<file path="src/rtl/comm_pkg.sv">
// Shared FSM state types and default parameter values for the UART packet wrapper.
package comm_pkg;
  typedef enum logic [1:0] {RX_IDLE, RX_COLLECT, RX_CHECK} rx_state_t;
  typedef enum logic [1:0] {TX_IDLE, TX_SEND, TX_WAIT} tx_state_t;

  localparam int DEF_NUM_BYTES   = 2;
  localparam int DEF_RESP_BYTES  = 1;
  localparam int DEF_CHK_EN      = 0;
  localparam int DEF_TIMEOUT_CYC = 50000;
endpackage

</file>
<file path="src/rtl/comm_timeout_timer.sv">
// Inter-byte idle timer: counts enabled clocks since the last restart and flags
// the clock in which the TIMEOUT_CYC-th idle cycle elapses.
module comm_timeout_timer #(
  parameter int TIMEOUT_CYC = comm_pkg::DEF_TIMEOUT_CYC
) (
  input  logic clk,
  input  logic rst,
  input  logic restart,
  input  logic enable,
  output logic expired
);
  localparam int CW = $clog2(TIMEOUT_CYC + 1);
  localparam logic [CW-1:0] LIM = CW'(TIMEOUT_CYC - 1);

  logic [CW-1:0] cnt_q, cnt_d;

  always_comb begin
    cnt_d = cnt_q;
    if (restart)                    cnt_d = '0;
    else if (enable && cnt_q < LIM) cnt_d = cnt_q + 1'b1;
  end

  assign expired = enable && !restart && (cnt_q == LIM);

  always_ff @(posedge clk) begin
    if (rst) cnt_q <= '0;
    else     cnt_q <= cnt_d;
  end
endmodule

</file>
<file path="src/rtl/uart_pkt_wrapper.sv">
// Frames UART bytes into a double-buffered command word and serialises a
// response word back out, MSB first; receive and transmit run independently.
module uart_pkt_wrapper
  import comm_pkg::*;
#(
  parameter int NUM_BYTES   = DEF_NUM_BYTES,
  parameter int RESP_BYTES  = DEF_RESP_BYTES,
  parameter int CHK_EN      = DEF_CHK_EN,
  parameter int TIMEOUT_CYC = DEF_TIMEOUT_CYC
) (
  input  logic                    clk,
  input  logic                    rst,
  input  logic                    rx_rdy,
  input  logic [7:0]              rx_data,
  output logic                    clr_rx_rdy,
  output logic                    tx_trmt,
  output logic [7:0]              tx_data,
  input  logic                    tx_done,
  output logic [NUM_BYTES*8-1:0]  cmd,
  output logic                    cmd_rdy,
  input  logic                    clr_cmd_rdy,
  input  logic [RESP_BYTES*8-1:0] resp,
  input  logic                    snd_resp,
  output logic                    resp_busy,
  output logic                    resp_sent,
  output logic                    frame_err,
  output logic                    overrun
);
  localparam int CW = NUM_BYTES * 8;
  localparam int RW = RESP_BYTES * 8;
  localparam logic [2:0] FRAME_LEN = 3'(NUM_BYTES + CHK_EN);
  localparam logic [2:0] PAY_LEN   = 3'(NUM_BYTES);

  rx_state_t     rx_state_q, rx_state_d;
  logic [2:0]    rx_cnt_q, rx_cnt_d;
  logic [CW-1:0] shadow_q, shadow_d, shadow_nxt;
  logic [7:0]    chk_q, chk_d;
  logic          chk_ok_q, chk_ok_d;
  logic [CW-1:0] cmd_q, cmd_d;
  logic          cmd_rdy_q, cmd_rdy_d;
  logic          frame_err_q, frame_err_d;
  logic          overrun_q, overrun_d;
  logic          load, expired, collecting;

  tx_state_t     tx_state_q, tx_state_d;
  logic [1:0]    tx_cnt_q, tx_cnt_d;
  logic [RW-1:0] tx_sr_q, tx_sr_d;
  logic [7:0]    tx_data_q, tx_data_d;
  logic          tx_trmt_q, tx_trmt_d;
  logic          busy_q, busy_d;
  logic          sent_q, sent_d;

  assign clr_rx_rdy = rx_rdy & ~rst;
  assign collecting = (rx_state_q == RX_COLLECT);
  assign shadow_nxt = (shadow_q << 8) | CW'(rx_data);

  comm_timeout_timer #(.TIMEOUT_CYC(TIMEOUT_CYC)) u_timer (
    .clk(clk), .rst(rst), .restart(rx_rdy), .enable(collecting), .expired(expired)
  );

  always_comb begin
    rx_state_d  = rx_state_q;
    rx_cnt_d    = rx_cnt_q;
    shadow_d    = shadow_q;
    chk_d       = chk_q;
    chk_ok_d    = chk_ok_q;
    cmd_d       = cmd_q;
    frame_err_d = 1'b0;
    load        = 1'b0;
    // Checksum verdict was captured with the final byte; CHECK only acts on it.
    if (rx_state_q == RX_CHECK) begin
      rx_state_d = RX_IDLE;
      if (chk_ok_q) begin
        load  = 1'b1;
        cmd_d = shadow_q;
      end else begin
        frame_err_d = 1'b1;
      end
    end
    // A byte may arrive in any state, including CHECK, where it opens a new frame.
    if (rx_rdy) begin
      if (rx_cnt_q < PAY_LEN) begin
        shadow_d = shadow_nxt;
        chk_d    = chk_q ^ rx_data;
      end
      if (rx_cnt_q + 3'd1 == FRAME_LEN) begin
        rx_cnt_d = '0;
        chk_d    = '0;
        if (CHK_EN != 0) begin
          chk_ok_d   = (chk_q == rx_data);
          rx_state_d = RX_CHECK;
        end else begin
          load       = 1'b1;
          cmd_d      = shadow_nxt;
          rx_state_d = RX_IDLE;
        end
      end else begin
        rx_cnt_d   = rx_cnt_q + 3'd1;
        rx_state_d = RX_COLLECT;
      end
    end else if (expired) begin
      rx_cnt_d    = '0;
      chk_d       = '0;
      rx_state_d  = RX_IDLE;
      frame_err_d = 1'b1;
    end
    overrun_d = load & cmd_rdy_q & ~clr_cmd_rdy;
    if (load)             cmd_rdy_d = 1'b1;
    else if (clr_cmd_rdy) cmd_rdy_d = 1'b0;
    else                  cmd_rdy_d = cmd_rdy_q;
  end

  always_comb begin
    tx_state_d = tx_state_q;
    tx_cnt_d   = tx_cnt_q;
    tx_sr_d    = tx_sr_q;
    tx_data_d  = tx_data_q;
    busy_d     = busy_q;
    tx_trmt_d  = 1'b0;
    sent_d     = 1'b0;
    unique case (tx_state_q)
      TX_IDLE: if (snd_resp) begin
        tx_data_d  = resp[RW-1 -: 8];
        tx_sr_d    = resp << 8;
        tx_cnt_d   = 2'(RESP_BYTES - 1);
        tx_trmt_d  = 1'b1;
        busy_d     = 1'b1;
        tx_state_d = TX_SEND;
      end
      TX_SEND: tx_state_d = TX_WAIT;
      TX_WAIT: if (tx_done) begin
        if (tx_cnt_q != 2'd0) begin
          tx_data_d  = tx_sr_q[RW-1 -: 8];
          tx_sr_d    = tx_sr_q << 8;
          tx_cnt_d   = tx_cnt_q - 2'd1;
          tx_trmt_d  = 1'b1;
          tx_state_d = TX_SEND;
        end else begin
          sent_d     = 1'b1;
          busy_d     = 1'b0;
          tx_state_d = TX_IDLE;
        end
      end
      default: tx_state_d = TX_IDLE;
    endcase
  end

  always_ff @(posedge clk) begin
    if (rst) begin
      rx_state_q  <= RX_IDLE;
      rx_cnt_q    <= '0;
      shadow_q    <= '0;
      chk_q       <= '0;
      chk_ok_q    <= 1'b0;
      cmd_q       <= '0;
      cmd_rdy_q   <= 1'b0;
      frame_err_q <= 1'b0;
      overrun_q   <= 1'b0;
      tx_state_q  <= TX_IDLE;
      tx_cnt_q    <= '0;
      tx_sr_q     <= '0;
      tx_data_q   <= '0;
      tx_trmt_q   <= 1'b0;
      busy_q      <= 1'b0;
      sent_q      <= 1'b0;
    end else begin
      rx_state_q  <= rx_state_d;
      rx_cnt_q    <= rx_cnt_d;
      shadow_q    <= shadow_d;
      chk_q       <= chk_d;
      chk_ok_q    <= chk_ok_d;
      cmd_q       <= cmd_d;
      cmd_rdy_q   <= cmd_rdy_d;
      frame_err_q <= frame_err_d;
      overrun_q   <= overrun_d;
      tx_state_q  <= tx_state_d;
      tx_cnt_q    <= tx_cnt_d;
      tx_sr_q     <= tx_sr_d;
      tx_data_q   <= tx_data_d;
      tx_trmt_q   <= tx_trmt_d;
      busy_q      <= busy_d;
      sent_q      <= sent_d;
    end
  end

  assign cmd       = cmd_q;
  assign cmd_rdy   = cmd_rdy_q;
  assign frame_err = frame_err_q;
  assign overrun   = overrun_q;
  assign tx_trmt   = tx_trmt_q;
  assign tx_data   = tx_data_q;
  assign resp_busy = busy_q;
  assign resp_sent = sent_q;
endmodule

</file>
<file path="config.mk">
export PLATFORM = sky130hd
export DESIGN_NAME = uart_pkt_wrapper
export DESIGN_NICKNAME = d
export VERILOG_FILES = /design/src/rtl/comm_pkg.sv /design/src/rtl/comm_timeout_timer.sv /design/src/rtl/uart_pkt_wrapper.sv
export SDC_FILE = /design/constraint.sdc
export NUM_CORES = 1
export LEC_CHECK = 0
export ABC_CLOCK_PERIOD_IN_PS = 5000
export CORE_AREA = 2 2 73 75
export CTS_BUF_LIST = sky130_fd_sc_hd__clkbuf_16
export CTS_CLUSTER_DIAMETER = 50
export DETAILED_ROUTE_END_ITERATION = 6
export DIE_AREA = 0 0 75 77
export GPL_ROUTABILITY_DRIVEN = 1
export PLACE_DENSITY = 0.83
export SYNTH_ARGS = -nofsm -noshare
export SYNTH_HDL_FRONTEND = slang
export SYNTH_SLANG_ARGS = --single-unit
</file>
<file path="constraint.sdc">
create_clock -name clk -period 5 [get_ports clk]
set_input_delay 0.5 -clock clk [delete_from_list [all_inputs] [get_ports clk]]
set_output_delay 0.5 -clock clk [all_outputs]
set_load 0.02 [all_outputs]
</file>
* Word level (Yosys, flattened, before mapping)
Cells that the tools add are included.
Word-level totals: register bits after elaboration 71, word-level logic and storage cells 96, memories 0, output and inout bits 31, memory bits (writable) 0, bits in latches 0, input bits 22, memory bits (read-only) 0
Cells by class: magnitude comparators 2, divide/modulo/power cells 0, shifts and indexed selects 0, bitwise logic cells 8, $add $sub $neg 3, multipliers 0, reduce and logical (&&, ||, !) cells 17, equal/unequal tests 10, muxes and demuxes 41
Operators with widths (number):
- $mux 8 | 6
- $mux 16 | 2
- $pmux 8 s2 | 2
- $add 16x1->16 const B | 1
- $eq 16x16->1 const B | 1
- $lt 16x16->1 const B | 1
- $mux 1 | 16
- $mux 2 | 8
- $or 16x8->16 | 1
- $mux 3 | 3
- $ne 2x2->1 const B | 4
- $reduce_and 4->1 | 2
- $reduce_bool 2->1 | 4
- $pmux 2 s3 | 1
- $reduce_and 2->1 | 3
- $eq 2x1->1 const B | 2
- $eq 2x2->1 const B | 2
- $not 1->1 | 4
- $pmux 1 s2 | 2
- $pmux 2 s2 | 1
- $add 3x1->3 const B | 1
- $and 1x1->1 | 3
- $eq 3x2->1 const B | 1
- $logic_and 1x1->1 | 3
- other kinds (7) | 7

* Logic depth before layout (Yosys ltp)
Gate-level depths: netlist (run 1).
depth in word-level cells 6, mapped depth 7, gate-level depth less buffers 6

* Cells and area by module
Synthesis (run 1) repeated with hierarchy kept, for this count alone.
Second synthesis, totals: cells, all modules 293, area total of the unflattened synthesis 2738.9 um^2
Modules (own cells, without submodules):
- uart_pkt_wrapper | sequential area each 920.9 um^2, area an instance 1836.8 um^2, cells an instance 186, times used 1
- comm_timeout_timer | sequential area each 320.3 um^2, area an instance 902.1 um^2, cells an instance 107, times used 1

* Worst setup path after synthesis (run 1)
Ideal clock, no wire load.
path kind input to output, start point input rst, end point output clr_rx_rdy, required time 4.500 ns, arrival 1.204 ns, path slack 3.296 ns, stages 3, path through clkbuf_1 clkbuf_1 nor2_1
Between the ends: word-level cells in the longest chain between the ends 2
Ends and longest elaborated chain:
- from (decl) | RTL line uart_pkt_wrapper.sv:12 | input logic rst,
- $not 1->1 | RTL line uart_pkt_wrapper.sv:53 | assign clr_rx_rdy = rx_rdy & ~rst;
- $and 1x1->1 | RTL line uart_pkt_wrapper.sv:53
- to (decl) | RTL line uart_pkt_wrapper.sv:15 | output logic clr_rx_rdy,
No other way between the ends.

* Worst setup path after layout (run 1)
start point input rx_rdy, end point output clr_rx_rdy
Between the ends: word-level cells in the longest chain between the ends 1
Ends and longest elaborated chain:
- from (decl) | RTL line uart_pkt_wrapper.sv:13 | input logic rx_rdy,
- $and 1x1->1 | RTL line uart_pkt_wrapper.sv:53
No other way between the ends.

==> results_dict.tcl, run 1 <==
set metrics [dict create \
    outcome "complete, no violations" \
    ys_warn_count 0 \
    path_max_fanout 8 \
    use_met2_pct 34.3 \
    synth_flop_cell "dfxtp_1" \
    vias_per_cell 5.63 \
    internal-power_uw 893 \
    synth_area_um2 2600 \
    layout_setup_ws_ps 2410 \
    ant_nets 0 \
    hold_viol 0 \
    ys_ff_latch 62 \
    hpwlAfterDp_mm 3.74 \
    vias 2252 \
    fin_area_um2 3400 \
    netlist_instances 276 \
    reg2reg_to "cmd[2]$_SDFFE_PP0P_" \
    port_buffers 52 \
    crit_type "in2out" \
    tns_ps 0 \
    hold_end "cmd[15]$_SDFFE_PP0P_" \
    synth.avg_cell_area_um2 9.41 \
    fp-row-count 26 \
    grtUsageMet3_pct 11.6 \
    cts.sinks 62 \
    cts_made_buffers 9 \
    postCtsSetupRepairBufs 0 \
    yosysTopAreaCellShare_pct 47.8 \
    power_frac_seq_pct 45.0 \
    grt_max_degree 49 \
    drt_iter0_drc 114 \
    nets 352 \
    cts_root_buf "clkbuf_16" \
    cts.path.max_buffers 2 \
    hp-start "shadow_q[7]$_SDFFE_PP0P_" \
    cp-start-kind "primary input" \
    antenna_found_initial 0 \
    power.switching_uw 273 \
    power.density_nw_per_um2 343 \
    ir_drop_uv 260 \
    hold-path-cell-count 2 \
    synth.area.top_cells "dfxtp_1, mux2i_1, nor2_1" \
    switching_share_pct 23.4 \
    finalClockSkew_ps 4.33 \
    cts_tree "done" \
    overflow 0 \
    synth_enable_flop_cells 0 \
    clkLatencyLatePin_ps 320 \
    drive_gt1_share_pct 6.36 \
    max_freq_mhz 386 \
    max_cap_violations 0 \
    grt_usage_pct 21.6 \
    yosysUniqueCellTypes 45 \
    wl_mm 5.86 \
    ff2ff_setup_slack_ps 2740 \
    ioPinCount 53 \
    rsz0062_at_grt "false" \
    synth.most_common_cell "dfxtp_1" \
    cts_hold_buf 0 \
    place.gp.congestion 0.833 \
    ff2ff_path_depth 5 \
    core_um2 4980 \
    setup_violations 0 \
    worst_slew_pin_slew_ps 1020 \
    die_y_um 77 \
    clkPwrFrac_pct 45.4 \
    grt_pass1_vias 2188 \
    diodes 0 \
    area_growth_pct 31.0 \
    synthTopCellsByCount "dfxtp_1, nor2_1, mux2i_1" \
    n_fill_cell 381 \
    drcViolationCount 0 \
    post-place-ws_ps 2430 \
    p_leak_nw 1.34 \
    period_needed_ps 2590 \
    fin_crit_sh_pct 51.8 \
    grt_pass1_wl_mm 9.70 \
    reg2reg_from "rx_cnt_q[1]$_SDFFE_PP0P_" \
    wl_per_cell_um 14.7 \
    synth_top_cell_by_area "dfxtp_1" \
    crit_path_end_kind "primary output" \
    cp_data_arrival_time_ps 2090 \
    clkTransAtPathRegs_ps 50 \
    yosysSeqAreaShare_pct 47.8 \
    initial_utilization_pct 52.2 \
    crit_required_ps 4500 \
    hp-class "reg2reg" \
    slew_viol_final 0 \
    dieArea_um2 5780 \
    async_flop_share_pct 0 \
    firstDrtPassIters 4 \
    met1_usage_pct 24.5 \
    dieWidth_um 75 \
    maxSlewHeadroom_pct 31.6 \
    ctsHtreeMaxLevel 3 \
    dpl_cell_area_um2 3140 \
    grt.busiest_layer "met2" \
    post_cts_resized 0 \
    p_comb_share_pct 9.6 \
    synth_fp_nets 302 \
]
-- worst max path at each step --
stage | startpoint | endpoint | slack [ps] | cells past startpoint
global placement | rst | clr_rx_rdy | 2460 | 4
finish | rx_rdy | clr_rx_rdy | 2410 | 4
global route | rx_rdy | clr_rx_rdy | 2340 | 4
detailed placement | rx_rdy | cmd[2]$_SDFFE_PP0P_ | 2430 | 4
CTS | rx_rdy | clr_rx_rdy | 2420 | 4
floorplan | rst | clr_rx_rdy | 3300 | 3
-- flip-flops by register name, indices dropped and copies added, names as in the netlist, 2 cells and up --
name           flops
tx_state_q         2
cmd               16
rx_cnt_q           3
shadow_q           8
tx_data            8
tx_cnt_q           2
u_timer.cnt_q     16
-- logic make-up after synthesis --
group	Yosys count	share of synthesized area, %
and+or+nand+nor	107	22.0
DFF	62	47.8
AOI/OAI and AO/OA	55	14.1
muxes	26	10.0
buffers and inverters	21	3.76
adders and majority gates	4	1.93
xor gates and xnor gates	1	0.337
-- metrics by stage --
step | hold WS (ps) | power (mW) | instances | util (%)
after global routing | 522 | 1.21 | 400 | 68.3
after CTS | 495 | 1.18 | 400 | 68.3
final | 493 | 1.17 | 400 | 68.3
after global placement | 468 | 0.641 | 385 | 63.2
after floorplan | 457 | 0.594 | 276 | -
after detailed placement | 479 | 0.644 | 385 | 63.2
-- worst max-delay path: stages --
cell,delay (ps)
clkdlybuf4s50_1,630
inv_1,180
nor2_1,130
clkdlybuf4s50_1,650
-- layer usage --
layer	routed length, um	share of wire (%)
met5	0	0
met2	2840	48
met4	65	1.1
met1	2460	42
met3	497	8.5
-- layout make-up --
| type | instances | area, um^2 | share of cell area, % |
|---|---|---|---|
| clock buffers | 9 | 225 | 6.62 |
| well taps | 70 | 87.6 | 2.58 |
| inverters | 6 | 22.5 | 0.662 |
| repair buffers | 54 | 536 | 15.7 |
| clock inverters | 6 | 31.3 | 0.920 |
| multi-input cells | 193 | 1260 | 37.0 |
| flip-flops and latches | 62 | 1240 | 36.5 |
-- cell usage in the layout, fill, tap and decap left out, drive strengths merged, types with 3 or more instances in the layout --
cell type / synthesis / layout
a21oi: 19 / 19
a22oi: 9 / 9
and4: 5 / 5
clkbuf: 10 / 9
clkdlybuf4s50: 0 / 52
clkinv: 0 / 3
dfxtp: 62 / 62
ha: 4 / 4
inv: 6 / 7
mux2i: 26 / 26
nand2: 6 / 6
nand3: 9 / 9
nand4: 6 / 6
nor2: 50 / 50
nor3: 4 / 4
nor4: 4 / 4
o21ai: 8 / 8
o31ai: 7 / 7
or3: 5 / 5
or4: 8 / 8
-- power groups by stage --
stage,Combinational [mW],Clock [mW],Sequential [mW]
global route,0.121,0.558,0.526
global placement,0.108,0,0.533
detailed placement,0.111,0,0.534
floorplan,0.0502,0,0.544
CTS,0.112,0.539,0.525
finish,0.112,0.529,0.525
No activity file was read; power rests on OpenSTA's default activity.
==> inputs of run 2 (changes only) <==
- ABC_CLOCK_PERIOD_IN_PS: 5000 -> 2300
- CORE_AREA: 2 2 73 75 -> 2 2 79 81
- DIE_AREA: 0 0 75 77 -> 0 0 81 83
- PLACE_DENSITY: 0.83 -> 0.75
- clock period: 5 -> 2.3 ns (I/O delays scaled with it)
==> results_dict.tcl, run 2 (synthesis gave the netlist of run 1 again) <==
set metrics [dict create \
    die_y_um 83 \
    cts_made_buffers 9 \
    wl_mm 5.57 \
    worst_slew_pin_slew_ps 821 \
    dieArea_um2 6720 \
    post-route-util_pct 59.6 \
    crit_type "in2out" \
    cts_tree "done" \
    cts_root_buf "clkbuf_16" \
    max_cap_violations 0 \
    cp_data_arrival_time_ps 1620 \
    finalClockSkew_ps 4.91 \
    ctsHtreeMaxLevel 3 \
    final_cell_mix "dfxtp_1, clkdlybuf4s50_1, nor2_1, mux2i_1, a21oi_1" \
    clkTransAtPathRegs_ps 50 \
    ir_drop_uv 592 \
    outcome "complete, no violations" \
    ant_nets 0 \
    area_growth_pct 33.4 \
    seq_area_um2 1240 \
    drive_gt1_share_pct 7.81 \
    tns_ps 0 \
    hp-class "reg2reg" \
    cts.sinks 62 \
    wl_per_cell_um 13.6 \
    vias 2204 \
    drcViolationCount 0 \
    postCtsSetupRepairBufs 0 \
    post_cts_resized 0 \
    initial_utilization_pct 44.6 \
    cts_hold_buf 0 \
    hpwlAfterDp_mm 3.77 \
    n_fill_cell 526 \
    port_buffers 52 \
    grt_pass1_wl_mm 9.43 \
    dp.cells 392 \
    startpoint "rx_rdy" \
    clkLatencyLatePin_ps 320 \
    crit_required_ps 2070 \
    diodes 0 \
    overflow 0 \
    cp-start-kind "primary input" \
    core_um2 5820 \
    firstDrtPassIters 4 \
    drt_iter0_drc 91 \
    power.density_nw_per_um2 781 \
    final_cells 408 \
    hp-start "cmd_rdy$_SDFFE_PP0P_" \
    reg2reg_from "u_timer.cnt_q[0]$_SDFFE_PP0P_" \
    grt_max_degree 46 \
    cts.path.max_buffers 2 \
    grt_usage_pct 17.5 \
    fp-row-count 28 \
    grt_pass1_vias 2103 \
    vias_per_cell 5.40 \
    crit_path_end_kind "primary output" \
    path_max_fanout 5 \
    place.gp.congestion 0.931 \
    setup_violations 0 \
    fin_crit_sh_pct 80.5 \
    final_common_cell "dfxtp_1" \
    maxSlewHeadroom_pct 45.1 \
    slew_viol_final 0 \
    hold_viol 0 \
    period_needed_ps 1850 \
    p_leak_nw 1.36 \
    max_freq_mhz 540 \
    dieWidth_um 81 \
    multi_input_comb_area_um2 1260 \
    ioPinCount 53 \
    rsz0062_at_grt "false" \
    nets 354 \
    antenna_found_initial 0 \
]
## run 2: changes by cell type in the layout (fill, tap and decap cells not counted), sizes merged
cell,before,now
bufinv,0,1
clkinv,3,2
clkinvlp,2,3
buf,2,4
## run 2: worst max-delay path: stages
cell,delay [ps]
clkdlybuf4s50_1,490
inv_1,120
nor2_1,140
clkdlybuf4s50_1,640
## run 2: cell type report
class | count | area share (%)
inverter | 6 | 0.650
tap | 75 | 2.71
clock inverter | 7 | 2.13
sequential | 62 | 35.8
clock buffer | 9 | 6.50
timing repair buffer | 56 | 15.9
multi-input combinational | 193 | 36.3
## run 2: per-layer routing
metal  vias up  track usage, %  wire length (um)
met3         9            6.52               467
met2        68            26.4              2530
met1      1013            21.6              2490
met4         0            8.32                81
met5         -               0                 0
li1       1114               -                 -
## run 2: power breakdown
part	switching, mW	leakage, nW	total [mW]	internal (mW)
Sequential	0.0256	0.505	1.14	1.11
Combinational	0.118	0.719	0.239	0.121
Clock	0.490	0.136	1.33	0.839
Total	0.633	1.36	2.71	2.07
## run 2: final timing paths
path              slack (ps)                             to  cells after the start
setup / recovery         450                     clr_rx_rdy                      4
hold / removal           480             overrun$_SDFF_PP0_                      2
setup reg to reg         460  u_timer.cnt_q[7]$_SDFFE_PP0P_                      5
hold reg to reg          480             overrun$_SDFF_PP0_                      2
## run 2: per-stage QoR
stage | power, mW | instance area, um^2 | worst slack, ps | hold slack [ps]
3_3_place_gp | 1.40 | 3170 | 446 | 469
5_1_grt | 2.80 | 3460 | 320 | 504
6_report | 2.71 | 3460 | 450 | 484
4_1_cts | 2.73 | 3460 | 422 | 482
3_5_place_dp | 1.40 | 3170 | 439 | 480
2_1_floorplan | 1.29 | 2600 | 643 | 374
==> inputs of run 3 (changes only) <==
- ABC_CLOCK_PERIOD_IN_PS: 2300 -> 1840
- CORE_AREA: 2 2 79 81 -> 2 2 75 77
- DIE_AREA: 0 0 81 83 -> 0 0 77 79
- PLACE_DENSITY: 0.75 -> 0.79
- clock period: 2.3 -> 1.84 ns (I/O delays scaled with it)
==> results_dict.tcl, run 3 (synthesis gave the netlist of run 1 again) <==
set metrics [dict create \
    fin_area_um2 3600 \
    overflow 0 \
    dieWidth_um 77 \
    crit_type "reg2reg" \
    crit_path_end_kind "flop" \
    n_fill_cell 426 \
    clkTransAtPathRegs_ps 50 \
    reg2reg_to "u_timer.cnt_q[5]$_SDFFE_PP0P_" \
    critPathTopFamily "simple AND/OR/NAND/NOR gates" \
    cp-start-kind "flop" \
    slew_viol_final 0 \
    dpl_cell_area_um2 3240 \
    drcViolationCount 0 \
    crit_required_ps 2090 \
    setup_violations 0 \
    grt_max_degree 46 \
    diodes 0 \
    cts.path.max_buffers 2 \
    max_cap_violations 0 \
    drt_iter0_drc 176 \
    crit_end "u_timer.cnt_q[5]$_SDFFE_PP0P_" \
    vias 2304 \
    final_cell_mix "dfxtp_1, clkdlybuf4s50_1, nor2_1, mux2i_1, a21oi_1" \
    wl_met1_mm 2.52 \
    die_y_um 79 \
    cts_hold_buf 0 \
    cts_root_buf "clkbuf_16" \
    antenna_found_initial 0 \
    path_max_fanout 8 \
    wl_per_cell_um 14.1 \
    ir_drop_uv 624 \
    cp_cell_sequence "or3_4, o221a_4, or4_1, a21oi_2" \
    rsz0062_at_grt "false" \
    vias_per_cell 5.54 \
    maxSlewHeadroom_pct 37.5 \
    hpwlAfterDp_mm 3.89 \
    grt_usage_pct 19.3 \
    met3WireLength_um 489 \
    reg2reg_from "u_timer.cnt_q[4]$_SDFFE_PP0P_" \
    layout_setup_ws_ps 53.9 \
    core_um2 5340 \
    max_freq_mhz 560 \
    port_buffers 52 \
    place.gp.congestion 0.922 \
    ff2ff_path_depth 4 \
    post-route-util_pct 67.5 \
    fp-row-count 27 \
    cts_tree "done" \
    dieArea_um2 6080 \
    power.density_nw_per_um2 969 \
    drive_gt1_share_pct 11.6 \
    fin_crit_sh_pct 97.1 \
    cp_num_cells 4 \
    finalClockSkew_ps 3.79 \
    slowest_delay_ps 500 \
    worst_slew_pin_slew_ps 936 \
    hp-start "cmd_rdy$_SDFFE_PP0P_" \
    met2_length_mm 2.74 \
    ioPinCount 53 \
    wl_mm 5.87 \
    area_growth_pct 38.7 \
    cp_data_arrival_time_ps 2040 \
    cts.sinks 62 \
    firstDrtPassIters 4 \
    p_leak_nw 1.45 \
    crit_slowest_cell "or4_1" \
    nets 365 \
    multi_input_comb_area_um2 1300 \
    clkLatencyLatePin_ps 320 \
    ant_nets 0 \
    crit_buf_inv 0 \
    period_needed_ps 1790 \
    hp-class "reg2reg" \
    grt_pass1_wl_mm 9.54 \
    seq_area_um2 1240 \
    ff2ff_setup_slack_ps 50 \
    grt_pass1_vias 2126 \
    post-place-ws_ps -12.6 \
    hold_viol 0 \
    maxUsedRoutingLayer "met4" \
    ctsHtreeMaxLevel 3 \
    cts_made_buffers 9 \
    outcome "complete, no violations" \
    final_common_cell "dfxtp_1" \
    startpoint "u_timer.cnt_q[4]$_SDFFE_PP0P_" \
    initial_utilization_pct 48.6 \
]
run 3: layout make-up:
| cell class | instances | area share, % |
|---|---|---|
| clock buffer | 9 | 6.25 |
| clock inverter | 7 | 2.43 |
| inverter | 6 | 0.625 |
| multi-input combinational | 194 | 36.0 |
| sequential | 62 | 34.5 |
| tap | 72 | 2.50 |
| timing repair buffer | 66 | 17.7 |
run 3: layer usage:
layer | vias up | track usage (%)
met3 | 16 | 7.61
met5 | - | 0
met1 | 1065 | 22.8
li1 | 1144 | -
met2 | 79 | 30.9
met4 | 0 | 9.29
run 3: how the worst min path moves through the flow:
stage,end,slack [ps],cells after the start
finish,overrun$_SDFF_PP0_,490,2
global route,tx_data[4]$_SDFFE_PP0P_,510,3
CTS,tx_cnt_q[1]$_SDFFE_PP0P_,500,2
detailed placement,overrun$_SDFF_PP0_,480,2
global placement,tx_cnt_q[1]$_SDFFE_PP0P_,470,2
floorplan,cmd[0]$_SDFFE_PP0P_,330,2
run 3: repair_timing:
action                     CTS  global route
setup buffers                0             1
setup endpoints to repair    1             8
gates resized for setup      0             6
gates cloned                 0             1
pin swaps                    1             1
run 3: through the flow:
step	instances	total power, mW	hold slack (ps)	setup TNS [ps]
finish	416	3.49	491	0
global route	416	3.60	515	0
CTS	414	3.51	498	0
detailed placement	398	1.76	481	-16.8
global placement	398	1.76	469	0
floorplan	276	1.61	328	0
run 3: worst reg2reg max path, stage by stage (launching register included):
cell and delay (ps):
dfxtp_1 370, or3_4 430, o221a_4 270, or4_1 500
a21oi_2 150
run 3: report_power, final:
part	total, mW	leakage (nW)	switching [mW]	internal, mW
clock network	1.75	0.149	0.578	1.17
logic	0.313	0.792	0.151	0.162
registers	1.42	0.505	0.0323	1.39
total	3.49	1.45	0.761	2.73
